[config.mk]
export PLATFORM = sky130hd
export DESIGN_NAME = calc_sequencer_flat
export DESIGN_NICKNAME = d
export VERILOG_FILES = /design/src/rtl/calc_sequencer_if.sv /design/src/rtl/calc_sequencer.sv /design/src/flat_wrapper.sv
export SDC_FILE = /design/constraint.sdc
export NUM_CORES = 1
export LEC_CHECK = 0
export CAP_MARGIN = 20
export CORE_MARGIN = 3
export CORE_UTILIZATION = 49
export CTS_CLUSTER_DIAMETER = 60
export DETAILED_ROUTE_END_ITERATION = 10
export PLACE_DENSITY = 0.78
export SYNTH_ARGS = -nofsm -noshare
export SYNTH_HDL_FRONTEND = slang
export SYNTH_SLANG_ARGS = --single-unit
[constraint.sdc]
create_clock -name clk -period 2.6 [get_ports clk]
set_input_delay 0.65 -clock clk [delete_from_list [all_inputs] [get_ports clk]]
set_output_delay 0.65 -clock clk [all_outputs]
set_load 0.02 [all_outputs]
[src/rtl/calc_sequencer_if.sv]
// ============================================================================
// Module   : calc_sequencer_if
// Brief    : Key-event valid/ready handshake between key source and sequencer.
// Revision : 1.0 - initial release
// ============================================================================
`default_nettype none

interface calc_sequencer_if #(
  parameter int OPCODE_W = 3
) ();
  logic                key_valid;
  logic                key_ready;
  logic [OPCODE_W-1:0] key_code;

  modport master (output key_valid, output key_code, input  key_ready);
  modport slave  (input  key_valid, input  key_code, output key_ready);
endinterface

`default_nettype wire

[src/rtl/calc_sequencer.sv]
// ============================================================================
// Module   : calc_sequencer
// Brief    : Key-driven control sequencer for the calculator datapath. Optional
//            2-entry key FIFO in front of the decoder: define CALC_KEY_QUEUE_EN.
// Revision : 1.0 - initial release
// ============================================================================
`default_nettype none

module calc_sequencer #(
  parameter int EXEC_CYCLES = 2,
  parameter int OPCODE_W    = 3
) (
  input  wire logic                clk,
  input  wire logic                reset,
  calc_sequencer_if.slave          key_if,
  input  wire logic                alu_ovf,
  output logic                     ld_number,
  output logic                     clear_number,
  output logic                     ld_opcode,
  output logic                     clear_opcode,
  output logic                     sel_a,
  output logic                     ld_result,
  output logic                     clear_result,
  output logic                     sel_display,
  output logic [OPCODE_W-1:0]      opcode_out,
  output logic                     busy,
  output logic                     error,
  output logic [5:0]               stage
);

  localparam logic [OPCODE_W-1:0] c_KEY_CLEAR = OPCODE_W'(0);
  localparam logic [OPCODE_W-1:0] c_KEY_DIGIT = OPCODE_W'(1);
  localparam logic [OPCODE_W-1:0] c_KEY_ENTER = OPCODE_W'(2);
  localparam logic [3:0]          c_EXEC_LAST = 4'(EXEC_CYCLES);

  typedef enum logic [2:0] {
    S_IDLE    = 3'd0,
    S_ENTRY_A = 3'd1,
    S_LOAD_A  = 3'd2,
    S_OP_WAIT = 3'd3,
    S_ENTRY_B = 3'd4,
    S_EXEC    = 3'd5,
    S_ERR     = 3'd6
  } state_t;

  state_t              r_state;
  logic                r_op_valid;
  logic [3:0]          r_cnt;
  logic [OPCODE_W-1:0] r_opcode;
  logic                r_key_ready;
  logic                r_ld_number;
  logic                r_clr_all;
  logic                r_ld_opcode;
  logic                r_ld_result;
  logic                r_sel_a;
  logic                r_sel_display;
  logic                r_busy;
  logic                r_error;
  logic [5:0]          r_stage;

  state_t              w_state_nxt;
  logic                w_op_valid_nxt;
  logic [3:0]          w_cnt_nxt;
  logic [OPCODE_W-1:0] w_opcode_nxt;
  logic                w_ld_number;
  logic                w_clr_all;
  logic                w_ld_opcode;
  logic                w_ld_result;
  logic                w_dec_valid;
  logic [OPCODE_W-1:0] w_dec_code;
  logic                w_ready_nxt;
  logic                w_is_operator;

  function automatic logic f_accepts(input state_t s);
    return !(s == S_LOAD_A || s == S_EXEC);
  endfunction

  // LOAD_A has no stage bit of its own and reports as ENTRY_A.
  function automatic logic [5:0] f_stage(input state_t s);
    case (s)
      S_IDLE:              return 6'b000001;
      S_ENTRY_A, S_LOAD_A: return 6'b000010;
      S_OP_WAIT:           return 6'b000100;
      S_ENTRY_B:           return 6'b001000;
      S_EXEC:              return 6'b010000;
      S_ERR:               return 6'b100000;
      default:             return 6'b000001;
    endcase
  endfunction

`ifdef CALC_KEY_QUEUE_EN
  logic [OPCODE_W-1:0] r_fifo [2];
  logic [1:0]          r_fifo_cnt;
  logic [OPCODE_W-1:0] w_fifo_nxt [2];
  logic [1:0]          w_fifo_cnt_nxt;
  logic                w_push;

  assign w_push      = key_if.key_valid & r_key_ready;
  assign w_dec_valid = (r_fifo_cnt != 2'd0) & f_accepts(r_state);
  assign w_dec_code  = r_fifo[0];
  assign w_ready_nxt = (w_fifo_cnt_nxt != 2'd2);

  // A decoded CLEAR flushes everything queued, including a key pushed now.
  always_comb begin
    w_fifo_nxt     = r_fifo;
    w_fifo_cnt_nxt = r_fifo_cnt;
    if (w_clr_all) begin
      w_fifo_cnt_nxt = 2'd0;
    end else begin
      if (w_dec_valid) begin
        w_fifo_nxt[0]  = r_fifo[1];
        w_fifo_cnt_nxt = w_fifo_cnt_nxt - 2'd1;
      end
      if (w_push) begin
        w_fifo_nxt[w_fifo_cnt_nxt[0]] = key_if.key_code;
        w_fifo_cnt_nxt                = w_fifo_cnt_nxt + 2'd1;
      end
    end
  end

  always_ff @(posedge clk) begin
    if (!reset) begin
      r_fifo_cnt <= 2'd0;
      r_fifo[0]  <= '0;
      r_fifo[1]  <= '0;
    end else begin
      r_fifo_cnt <= w_fifo_cnt_nxt;
      r_fifo[0]  <= w_fifo_nxt[0];
      r_fifo[1]  <= w_fifo_nxt[1];
    end
  end
`else
  assign w_dec_valid = key_if.key_valid & r_key_ready;
  assign w_dec_code  = key_if.key_code;
  assign w_ready_nxt = f_accepts(w_state_nxt);
`endif

  assign w_is_operator = w_dec_code[OPCODE_W-1];

  always_comb begin
    w_state_nxt    = r_state;
    w_op_valid_nxt = r_op_valid;
    w_opcode_nxt   = r_opcode;
    w_cnt_nxt      = r_cnt;
    w_ld_number    = 1'b0;
    w_clr_all      = 1'b0;
    w_ld_opcode    = 1'b0;
    w_ld_result    = 1'b0;
    case (r_state)
      S_LOAD_A: w_state_nxt = S_OP_WAIT;
      S_EXEC: begin
        // Overflow is only meaningful once the final result is being loaded.
        if (r_cnt == c_EXEC_LAST) begin
          w_cnt_nxt   = 4'd0;
          w_state_nxt = alu_ovf ? S_ERR : S_OP_WAIT;
        end else begin
          w_cnt_nxt   = r_cnt + 4'd1;
          w_ld_result = ((r_cnt + 4'd1) == c_EXEC_LAST);
        end
      end
      default: begin
        if (w_dec_valid) begin
          if (w_dec_code == c_KEY_CLEAR) begin
            w_clr_all      = 1'b1;
            w_op_valid_nxt = 1'b0;
            w_opcode_nxt   = '0;
            w_state_nxt    = S_IDLE;
          end else begin
            case (r_state)
              S_IDLE: begin
                if (w_dec_code == c_KEY_DIGIT) begin
                  w_ld_number = 1'b1;
                  w_state_nxt = S_ENTRY_A;
                end
              end
              S_ENTRY_A: begin
                if (w_dec_code == c_KEY_DIGIT) begin
                  w_ld_number = 1'b1;
                end else if (w_dec_code == c_KEY_ENTER) begin
                  w_ld_result = 1'b1;
                  w_state_nxt = S_LOAD_A;
                end
              end
              S_OP_WAIT: begin
                if (w_is_operator) begin
                  w_opcode_nxt   = w_dec_code;
                  w_op_valid_nxt = 1'b1;
                  w_ld_opcode    = 1'b1;
                end else if (w_dec_code == c_KEY_ENTER && r_op_valid) begin
                  w_state_nxt = S_ENTRY_B;
                end
              end
              S_ENTRY_B: begin
                if (w_dec_code == c_KEY_DIGIT) begin
                  w_ld_number = 1'b1;
                end else if (w_dec_code == c_KEY_ENTER) begin
                  w_cnt_nxt   = 4'd1;
                  w_ld_result = (c_EXEC_LAST == 4'd1);
                  w_state_nxt = S_EXEC;
                end
              end
              default: ;
            endcase
          end
        end
      end
    endcase
  end

  // Every output is a flop loaded from the next-state decode.
  always_ff @(posedge clk) begin
    if (!reset) begin
      r_state       <= S_IDLE;
      r_op_valid    <= 1'b0;
      r_cnt         <= 4'd0;
      r_opcode      <= '0;
      r_key_ready   <= 1'b1;
      r_ld_number   <= 1'b0;
      r_clr_all     <= 1'b0;
      r_ld_opcode   <= 1'b0;
      r_ld_result   <= 1'b0;
      r_sel_a       <= 1'b0;
      r_sel_display <= 1'b0;
      r_busy        <= 1'b0;
      r_error       <= 1'b0;
      r_stage       <= 6'b000001;
    end else begin
      r_state       <= w_state_nxt;
      r_op_valid    <= w_op_valid_nxt;
      r_cnt         <= w_cnt_nxt;
      r_opcode      <= w_opcode_nxt;
      r_key_ready   <= w_ready_nxt;
      r_ld_number   <= w_ld_number;
      r_clr_all     <= w_clr_all;
      r_ld_opcode   <= w_ld_opcode;
      r_ld_result   <= w_ld_result;
      r_sel_a       <= (w_state_nxt == S_EXEC);
      r_sel_display <= (w_state_nxt == S_OP_WAIT) || (w_state_nxt == S_EXEC) ||
                       (w_state_nxt == S_ERR);
      r_busy        <= !f_accepts(w_state_nxt);
      r_error       <= (w_state_nxt == S_ERR);
      r_stage       <= f_stage(w_state_nxt);
    end
  end

  assign key_if.key_ready = r_key_ready;
  assign ld_number        = r_ld_number;
  assign clear_number     = r_clr_all;
  assign ld_opcode        = r_ld_opcode;
  assign clear_opcode     = r_clr_all;
  assign sel_a            = r_sel_a;
  assign ld_result        = r_ld_result;
  assign clear_result     = r_clr_all;
  assign sel_display      = r_sel_display;
  assign opcode_out       = r_opcode;
  assign busy             = r_busy;
  assign error            = r_error;
  assign stage            = r_stage;

endmodule

`default_nettype wire
[src/flat_wrapper.sv]
// flat-port wrapper written by rule: the top's interface ports become plain ports
module calc_sequencer_flat 
#(
  parameter int EXEC_CYCLES = 2,
  parameter int OPCODE_W    = 3
)
  (clk, reset, alu_ovf, ld_number, clear_number, ld_opcode, clear_opcode, sel_a, ld_result, clear_result, sel_display, opcode_out, busy, error, stage, key_if_key_valid, key_if_key_code, key_if_key_ready);
  calc_sequencer_if #(.OPCODE_W(OPCODE_W)) key_if_i ();
  input  wire logic clk;
  input  wire logic reset;
  input  wire logic alu_ovf;
  output logic ld_number;
  output logic clear_number;
  output logic ld_opcode;
  output logic clear_opcode;
  output logic sel_a;
  output logic ld_result;
  output logic clear_result;
  output logic sel_display;
  output logic [OPCODE_W-1:0] opcode_out;
  output logic busy;
  output logic error;
  output logic [5:0] stage;
  input wire logic [$bits(key_if_i.key_valid)-1:0] key_if_key_valid;
  input wire logic [$bits(key_if_i.key_code)-1:0] key_if_key_code;
  output wire logic [$bits(key_if_i.key_ready)-1:0] key_if_key_ready;
  assign key_if_i.key_valid = key_if_key_valid;
  assign key_if_i.key_code = key_if_key_code;
  assign key_if_key_ready = key_if_i.key_ready;
  calc_sequencer #(.EXEC_CYCLES(EXEC_CYCLES), .OPCODE_W(OPCODE_W)) u_core (.clk(clk), .reset(reset), .key_if(key_if_i), .alu_ovf(alu_ovf), .ld_number(ld_number), .clear_number(clear_number), .ld_opcode(ld_opcode), .clear_opcode(clear_opcode), .sel_a(sel_a), .ld_result(ld_result), .clear_result(clear_result), .sel_display(sel_display), .opcode_out(opcode_out), .busy(busy), .error(error), .stage(stage));
endmodule
==> flow_summary.json, run 1 <==
{
  "fillerInstances": 201,
  "p_sw_frac": 0.2452,
  "p_sw_mw": 0.1538,
  "slew_viol_final": 0,
  "viasPerCell": 5.528,
  "critPathLaunchType": "input pin",
  "hold_path.class": "flop to flop",
  "ys_warn_count": 0,
  "most-common-layout-cells": "26 x clkdlybuf4s50_1, 25 x dfxtp_1, 18 x nor2_1",
  "powerDensity_nw_per_um2": 408.4,
  "final_area_um2": 1536,
  "final_core_util": 0.6751,
  "fin_skew_ns": 0.005467,
  "placed_area_um2": 1509,
  "diodes": 0,
  "worstSkewPairLatency_ns": 0.32,
  "synth_compound_area_frac": 0.1663,
  "p_int_mw": 0.4737,
  "core_area_um2": 2276,
  "vias": 1078,
  "drc_errors": 0,
  "required_ns": 2.80,
  "cp.arrival_ns": 2.54,
  "fin_nets": 178,
  "hold_path_depth": 2,
  "setup_violations": 0,
  "synthFlopType": "dfxtp_1",
  "static-leakage-power_nw": 0.5887,
  "fin_cells": 195,
  "synth-xor-area-share": 0.02911,
  "drt-total-wl_mm": 2.722,
  "hold_buffers": 0,
  "p_clk_frac": 0.281,
  "drtPass1Iterations": 4,
  "ys_types": 44,
  "wl_per_cell_um": 13.96,
  "power_frac_comb": 0.099,
  "hpwl_mm": 2.053,
  "setup_tns_ns": 0,
  "synth_edf_count": 0,
  "clock-sinks": 25,
  "relSlewSlack": 0.5787,
  "initialDrtViolationCount": 24,
  "fin_crit_sh": 0.8981,
  "synth-simple-area-share": 0.3004,
  "io_pins": 27,
  "hold_ws_ns": 0.4748,
  "layout.cells.most_common": "clkdlybuf4s50_1",
  "grt_busiest_layer": "met2",
  "max_freq_mhz": 428.2,
  "finalHoldViolCount": 0,
  "power.total_mw": 0.6275,
  "critPathKind": "input pin to flop",
  "synth.largest_area_cell": "dfxtp_1",
  "grt_pass1_vias": 1041,
  "muxShareOfSynthArea": 0,
  "cts_resized": 0,
  "synth_top_family_by_area": "simple AND/OR/NAND/NOR gates",
  "syn_nets": 147,
  "maxCapViolations": 0,
  "synthAdderAreaFrac": 0.03119,
  "grt_use_met3": 0.03037,
  "num_rows": 17,
  "die_w_um": 55.56,
  "clk_pin_slew_ns": 0.14,
  "track_usage": 0.1798,
  "start_util": 0.5289,
  "cts_tree": "done",
  "chipHeight_um": 55.56,
  "dieArea_um2": 3087,
  "h-tree-depth": 1,
  "gp_congestion": 0.9018,
  "synthesis.instances": 137,
  "area_growth_pct": 27.65,
  "reg2reg_depth": 8,
  "critPathCaptureType": "flop",
  "synth_area_leaders": "dfxtp_1 42%, nor2_1 5.6%, nand2_1 3.4%",
  "clk_path_buf_depth": 2,
  "seqPwrFrac": 0.620,
  "grtUsageMet2": 0.3159,
  "async_flop_share": 0,
  "post-route-min-period_ns": 2.335,
  "yosysTopAreaCellShare": 0.4158,
  "place_ws_ns": -0.09191,
  "post_cts_buffers": 0,
  "grt_max_degree": 17,
  "layout-drive-gt1-share": 0.1018,
  "multi_input_area_um2": 634.4,
  "syn_avg_cell_area_um2": 8.786,
  "regArea_um2": 500.5,
  "dp.cells": 191,
  "ys_ff_latch": 25,
  "tightest_slew_ns": 0.6254,
  "cp_max_fo": 10,
  "irDropWorstVdd_uv": 320.9,
  "use_met1": 0.2277,
  "overflow": 0,
  "ant_nets": 0,
  "grt_pass1_wl_mm": 4.533,
  "synth-seq-area-share": 0.4158,
  "cts-root-buf": "clkbuf_4",
  "rsz0062_at_grt": "false",
  "layout_setup_ws_ns": 0.2649,
  "cts_inserted_buffers": 3,
  "syn-cell-area_um2": 1204,
  "status": "finished clean",
  "antenna_found_initial": 0,
  "io_buffers": 26
}
## final timing paths
kind | start | endpoint | slack [ns]
max | key_if_key_code[1] | u_core.key_if.key_ready$_SDFF_PN1_ | 0.26
min | u_core.opcode_out[1]$_SDFFE_PN0P_ | u_core.opcode_out[1]$_SDFFE_PN0P_ | 0.47
max reg2reg | u_core.r_cnt[0]$_SDFFE_PN0P_ | u_core.stage[4]$_SDFF_PN0_ | 0.60
min reg2reg | u_core.opcode_out[1]$_SDFFE_PN0P_ | u_core.opcode_out[1]$_SDFFE_PN0P_ | 0.47
## cell families after synthesis
family,count (synthesis)
buffers and inverters,12
flip-flops,25
XOR/XNOR,4
AO/OA/AOI/OAI,28
adder cells (fa/ha/maj),3
AND/OR/NAND/NOR,65
## cell usage after synthesis, types with 2 or more instances
cell,count
a21boi_0,2
or3_1,2
nor2_1,18
nor2b_1,2
dfxtp_1,25
a21oi_1,5
nand2_1,11
inv_1,3
ha_1,3
nor3b_1,4
a21o_1,2
nand3_1,6
nand2b_1,3
nand3b_1,2
clkbuf_1,3
xnor2_1,3
o21ai_1,2
o21ai_0,6
nor3_1,5
nor4b_1,3
buf_4,4
## sequential cells by signal (all words and copies together) (netlist names)
register	flops
u_core.stage	6
u_core.r_cnt	4
u_core.r_state	3
u_core.opcode_out	2
u_core.busy	1
u_core.clear_number	1
u_core.error	1
u_core.key_if.key_ready	1
u_core.ld_number	1
u_core.ld_opcode	1
u_core.ld_result	1
u_core.r_op_valid	1
u_core.sel_a	1
u_core.sel_display	1
## critical path, cell delays in order
cell and delay, ns:
clkdlybuf4s50_1 0.53, or3b_4 0.42, o31a_1 0.33, a2bb2oi_4 0.19, nor3b_1 0.30, o21ai_0 0.11
## routing by layer
metal / share of wire / vias to the layer above
met1: 0.47 / 507
met5: 0 / -
met4: 0.0066 / 0
li1: - / 542
met2: 0.49 / 27
met3: 0.036 / 2
## power by group through the flow
| stage | clock network (mW) | logic, mW | registers (mW) |
|---|---|---|---|
| CTS | 0.177 | 0.0618 | 0.389 |
| floorplan | 0 | 0.0303 | 0.399 |
| global placement | 0 | 0.0609 | 0.397 |
| global route | 0.194 | 0.0680 | 0.390 |
| detailed placement | 0 | 0.0615 | 0.397 |
| finish | 0.176 | 0.0621 | 0.389 |
## final cells by class
cell class / instances / area share
clock buffer: 3 / 0.01466
clock inverter: 1 / 0.003257
inverter: 3 / 0.007329
multi-input combinational: 100 / 0.4129
sequential: 25 / 0.3257
tap: 28 / 0.02280
timing repair buffer: 35 / 0.2134
No activity file was read; power rests on OpenSTA's default activity.
==> run 2: changes to the inputs <==
--- a/config.mk
+++ b/config.mk
@@ -6,11 +6,13 @@
 export NUM_CORES = 1
 export LEC_CHECK = 0
 export CAP_MARGIN = 20
+export CELL_PAD_IN_SITES_DETAIL_PLACEMENT = 1
+export CELL_PAD_IN_SITES_GLOBAL_PLACEMENT = 1
 export CORE_MARGIN = 3
-export CORE_UTILIZATION = 49
+export CORE_UTILIZATION = 36
 export CTS_CLUSTER_DIAMETER = 60
 export DETAILED_ROUTE_END_ITERATION = 10
-export PLACE_DENSITY = 0.78
+export PLACE_DENSITY_LB_ADDON = 0.1
 export SYNTH_ARGS = -nofsm -noshare
 export SYNTH_HDL_FRONTEND = slang
 export SYNTH_SLANG_ARGS = --single-unit
==> run 2 against run 1 <==
Against the previous run:
- clock power is 3% higher
- power rose by 0.86%
- sequential share of layout area shrank 0.47 points
- die area grew 32%
- count of clock-buffer cells in the layout is the same
- first-iteration DRC count increased by 130%
- fmax down 0.21%
- sequential cell count unchanged
- via count is the same
- hold slack better by 0.022 ns
- critical path type unchanged
- critical endpoint unchanged
- highest routed layer unchanged
==> flow_summary.json, run 2 (synthesized netlist as in run 1, its figures left out) <==
{
  "drtPass1Iterations": 3,
  "post-route-min-period_ns": 2.340,
  "p_sw_mw": 0.1590,
  "path_delay_family": "simple AND/OR/NAND/NOR gates",
  "track_usage": 0.1627,
  "h-tree-depth": 1,
  "diodes": 0,
  "vias": 1078,
  "clk_pin_slew_ns": 0.15,
  "finalHoldViolCount": 0,
  "drt-total-wl_mm": 3.038,
  "layout.cells.most_common": "clkdlybuf4s50_1",
  "irDropWorstVdd_uv": 180.1,
  "wl_per_cell_um": 14.40,
  "num_rows": 20,
  "cts_inserted_buffers": 3,
  "grt_pass1_wl_mm": 5.299,
  "critPathKind": "input pin to flop",
  "clk_path_buf_depth": 2,
  "cts_resized": 0,
  "start_util": 0.3848,
  "powerDensity_nw_per_um2": 405.9,
  "worstSkewPairLatency_ns": 0.32,
  "cp.arrival_ns": 2.56,
  "viasPerCell": 5.109,
  "cp_max_fo": 10,
  "p_sw_frac": 0.2513,
  "critPathLaunchType": "input pin",
  "dieArea_um2": 4073,
  "rsz0062_at_grt": "false",
  "max_freq_mhz": 427.3,
  "cts-root-buf": "clkbuf_4",
  "critPathCaptureType": "flop",
  "gp_congestion": 0.7963,
  "initialDrtViolationCount": 55,
  "tightest_slew_ns": 0.5929,
  "maxCapViolations": 0,
  "io_buffers": 26,
  "static-leakage-power_nw": 0.5855,
  "core_area_um2": 3128,
  "largest_register_ffs": 6,
  "fin_nets": 178,
  "drc_errors": 0,
  "ant_nets": 0,
  "clock-sinks": 25,
  "fin_crit_sh": 0.9000,
  "crit_chain": "clkdlybuf4s50_1, or3b_4, o31a_1, a2bb2oi_4, nor3b_1, o21ai_0",
  "required_ns": 2.82,
  "die_w_um": 63.82,
  "p_clk_frac": 0.286,
  "setup_violations": 0,
  "cts_tree": "done",
  "io_pins": 27,
  "cp_num_buf_inv": 1,
  "overflow": 0,
  "max_stage_delay_ns": 0.55,
  "area_growth_pct": 29.52,
  "hold_ws_ns": 0.4967,
  "layout-drive-gt1-share": 0.1018,
  "final_area_um2": 1559,
  "crit_slowest_cell": "clkdlybuf4s50_1",
  "hold_buffers": 0,
  "antenna_found_initial": 0,
  "placed_area_um2": 1529,
  "grt_max_degree": 17,
  "seqPwrFrac": 0.615,
  "hpwl_mm": 2.334,
  "hold_path.class": "flop to flop",
  "power_frac_comb": 0.099,
  "status": "finished clean",
  "post_cts_buffers": 0,
  "fin_skew_ns": 0.008295,
  "most-common-layout-cells": "26 x clkdlybuf4s50_1, 25 x dfxtp_1, 18 x nor2_1",
  "relSlewSlack": 0.6043,
  "chipHeight_um": 63.82,
  "slew_viol_final": 0,
  "p_int_mw": 0.4738,
  "grt_pass1_vias": 1120
}
[run 2: per-stage QoR]
step,std cells,utilization,setup TNS (ns),total power [mW],setup WS [ns]
6_report,211,0.4984,0,0.6329,0.2599
5_1_grt,211,0.4984,0,0.6687,0.06982
3_3_place_gp,207,0.4888,-0.08156,0.4583,-0.03491
2_1_floorplan,137,-,0,0.4298,0.5808
4_1_cts,211,0.4984,0,0.6431,0.2612
3_5_place_dp,207,0.4888,-0.3765,0.4601,-0.08894
[run 2: final timing paths]
| kind | from | endpoint | slack, ns | cells past startpoint |
|---|---|---|---|---|
| worst min register to register | u_core.opcode_out[1]$_SDFFE_PN0P_ | u_core.opcode_out[1]$_SDFFE_PN0P_ | 0.50 | 2 |
| worst max-delay path | key_if_key_code[1] | u_core.key_if.key_ready$_SDFF_PN1_ | 0.26 | 6 |
| worst min-delay path | u_core.opcode_out[1]$_SDFFE_PN0P_ | u_core.opcode_out[1]$_SDFFE_PN0P_ | 0.50 | 2 |
| worst max register to register | u_core.r_state[2]$_SDFF_PN0_ | u_core.error$_SDFF_PN0_ | 0.49 | 6 |
[run 2: tightest hold or removal path, cell delays in order, from the launching register on]
cell	delay, ns
dfxtp_1	0.34
nand3_1	0.07
a21oi_1	0.06
[run 2: layer usage]
metal  track usage  up-vias  share of wire
li1              -      542              -
met4       0.06739        0         0.0063
met1        0.2121      517           0.48
met3       0.03163        2          0.034
met5             0        -              0
met2        0.2606       17           0.48
[run 2: cell type report]
cell class	instances	area, µm²
fillers	381	1569
multi-input cells	100	634.4
flip-flops and latches	25	500.5
repair buffers	35	327.8
well taps	44	55.05
clock buffers	3	22.52
inverters	3	11.26
clock inverters	1	7.507
[run 2: power groups by stage]
stage / Clock (mW) / Sequential, mW / Combinational, mW
global route: 0.211 / 0.390 / 0.0682
floorplan: 0 / 0.399 / 0.0303
CTS: 0.191 / 0.389 / 0.0629
global placement: 0 / 0.397 / 0.0611
detailed placement: 0 / 0.397 / 0.0626
finish: 0.181 / 0.389 / 0.0626
==> run 3: changes to the inputs <==
--- a/config.mk
+++ b/config.mk
@@ -9,7 +9,7 @@
 export CELL_PAD_IN_SITES_DETAIL_PLACEMENT = 1
 export CELL_PAD_IN_SITES_GLOBAL_PLACEMENT = 1
 export CORE_MARGIN = 3
-export CORE_UTILIZATION = 36
+export CORE_UTILIZATION = 24
 export CTS_CLUSTER_DIAMETER = 60
 export DETAILED_ROUTE_END_ITERATION = 10
 export PLACE_DENSITY_LB_ADDON = 0.1
==> run 3 against run 2 <==
Against the previous run:
- sequential power hardly changed
- fmax is 2.8% lower
- wire length is 1.7% higher
- die area is 45% higher
- combinational power is 5.6% higher
- global-route usage is 5.3 points lower
- clock power is 27% higher
- critical path depth stayed put
- non-clock buffer count is 3 higher
- sequential cell count stayed put
- largest power group unchanged
- highest routed layer unchanged
==> flow_summary.json, run 3 (synthesized netlist as in run 1, its figures left out) <==
{
  "status": "finished clean",
  "cp_max_fo": 10,
  "tightest_slew_ns": 0.6686,
  "num_rows": 25,
  "power.total_mw": 0.6833,
  "antenna_found_initial": 0,
  "cp.arrival_ns": 2.56,
  "drtPass1Iterations": 4,
  "worstSkewPairLatency_ns": 0.26,
  "cts_inserted_buffers": 3,
  "finalHoldViolCount": 0,
  "layout-drive-gt1-share": 0.1235,
  "fin_skew_ns": 0.001383,
  "final_core_util": 0.3401,
  "h-tree-depth": 1,
  "track_usage": 0.1101,
  "hold_buffers": 0,
  "dieArea_um2": 5901,
  "layout.cells.most_common": "clkdlybuf4s50_1",
  "vias": 1067,
  "relSlewSlack": 0.5496,
  "drc_errors": 0,
  "max_freq_mhz": 415.3,
  "initialDrtViolationCount": 38,
  "r2r-start": "u_core.r_state[2]$_SDFF_PN0_",
  "dp.cells": 233,
  "diodes": 0,
  "die_w_um": 76.82,
  "required_ns": 2.75,
  "most-common-layout-cells": "26 x clkdlybuf4s50_1, 25 x dfxtp_1, 18 x nor2_1",
  "clock-sinks": 25,
  "core_area_um2": 4786,
  "cts_tree": "done",
  "post_cts_buffers": 0,
  "powerDensity_nw_per_um2": 419.8,
  "fin_cells": 237,
  "io_buffers": 26,
  "wl_per_cell_um": 13.03,
  "chipHeight_um": 76.82,
  "gp_congestion": 0.7914,
  "area_growth_pct": 35.24,
  "hpwl_mm": 2.368,
  "setup_violations": 0,
  "irDropWorstVdd_uv": 129.9,
  "critPathCaptureType": "flop",
  "fin_crit_sh": 0.9262,
  "ant_nets": 0,
  "crit_path_start": "key_if_key_code[1]",
  "io_pins": 27,
  "drt-total-wl_mm": 3.089,
  "viasPerCell": 4.502,
  "critPathKind": "input pin to flop",
  "clk_path_buf_depth": 2,
  "hp-start": "u_core.opcode_out[1]$_SDFFE_PN0P_",
  "clk_pin_slew_ns": 0.09,
  "fin_nets": 181,
  "post-route-min-period_ns": 2.408,
  "grt_pass1_wl_mm": 5.361,
  "overflow": 0,
  "cts-root-buf": "clkbuf_8",
  "critPathLaunchType": "input pin",
  "maxCapViolations": 0,
  "hold_ws_ns": 0.4831,
  "slew_viol_final": 0,
  "rsz0062_at_grt": "false",
  "grt_max_degree": 17,
  "static-leakage-power_nw": 0.6112,
  "grt_pass1_vias": 1148,
  "largest_register_ffs": 6,
  "hold_path.class": "flop to flop",
  "start_util": 0.2515
}
run 3: through the flow:
step           setup TNS (ns)  worst slack [ns]  area, µm²
5_1_grt                     0           0.04505       1628
6_report                    0            0.1919       1628
3_3_place_gp          -0.2425          -0.05589       1580
3_5_place_dp          -0.6371           -0.1105       1580
4_1_cts                     0            0.1666       1627
2_1_floorplan               0            0.5808       1204
run 3: where the power goes:
part	internal [mW]	switching (mW)	total, mW
clock	0.107	0.122	0.229
combinational	0.0320	0.0341	0.0661
sequential	0.386	0.00269	0.388
total	0.525	0.159	0.683
run 3: metal layers:
layer  track usage  share of wire
met3       0.02113          0.031
met4       0.03261         0.0062
met5             0              0
met2        0.1821           0.48
met1        0.1445           0.49
run 3: timing repair:
action | 4_1_cts | 5_1_grt
endpoints found under the setup margin | 0 | 1
gates resized for setup | 0 | 1
endpoints found under the hold margin | 0 | 0
run 3: final cells by class:
class                      instances  area [µm²]
clock buffer                       3       41.29
clock inverter                     1       5.005
multi-input combinational        100       635.6
sequential                        25       500.5
timing repair buffer              38       350.3
fill                             564        3158
inverter                           3       11.26
tap                               67       83.83
run 3: critical path, cell delays in order:
cell             delay [ns]
clkdlybuf4s50_1        0.56
or3b_4                 0.42
o31a_1                 0.34
a2bb2oi_4              0.20
nor3b_1                0.28
o21ai_0                0.10
run 3: path summary, 6_finish.rpt:
kind | end | slack [ns] | depth (start not counted)
worst max-delay path | u_core.key_if.key_ready$_SDFF_PN1_ | 0.19 | 6
worst max register to register | u_core.busy$_SDFF_PN0_ | 0.66 | 6
worst min register to register | u_core.opcode_out[1]$_SDFFE_PN0P_ | 0.48 | 2
worst min-delay path | u_core.opcode_out[1]$_SDFFE_PN0P_ | 0.48 | 2
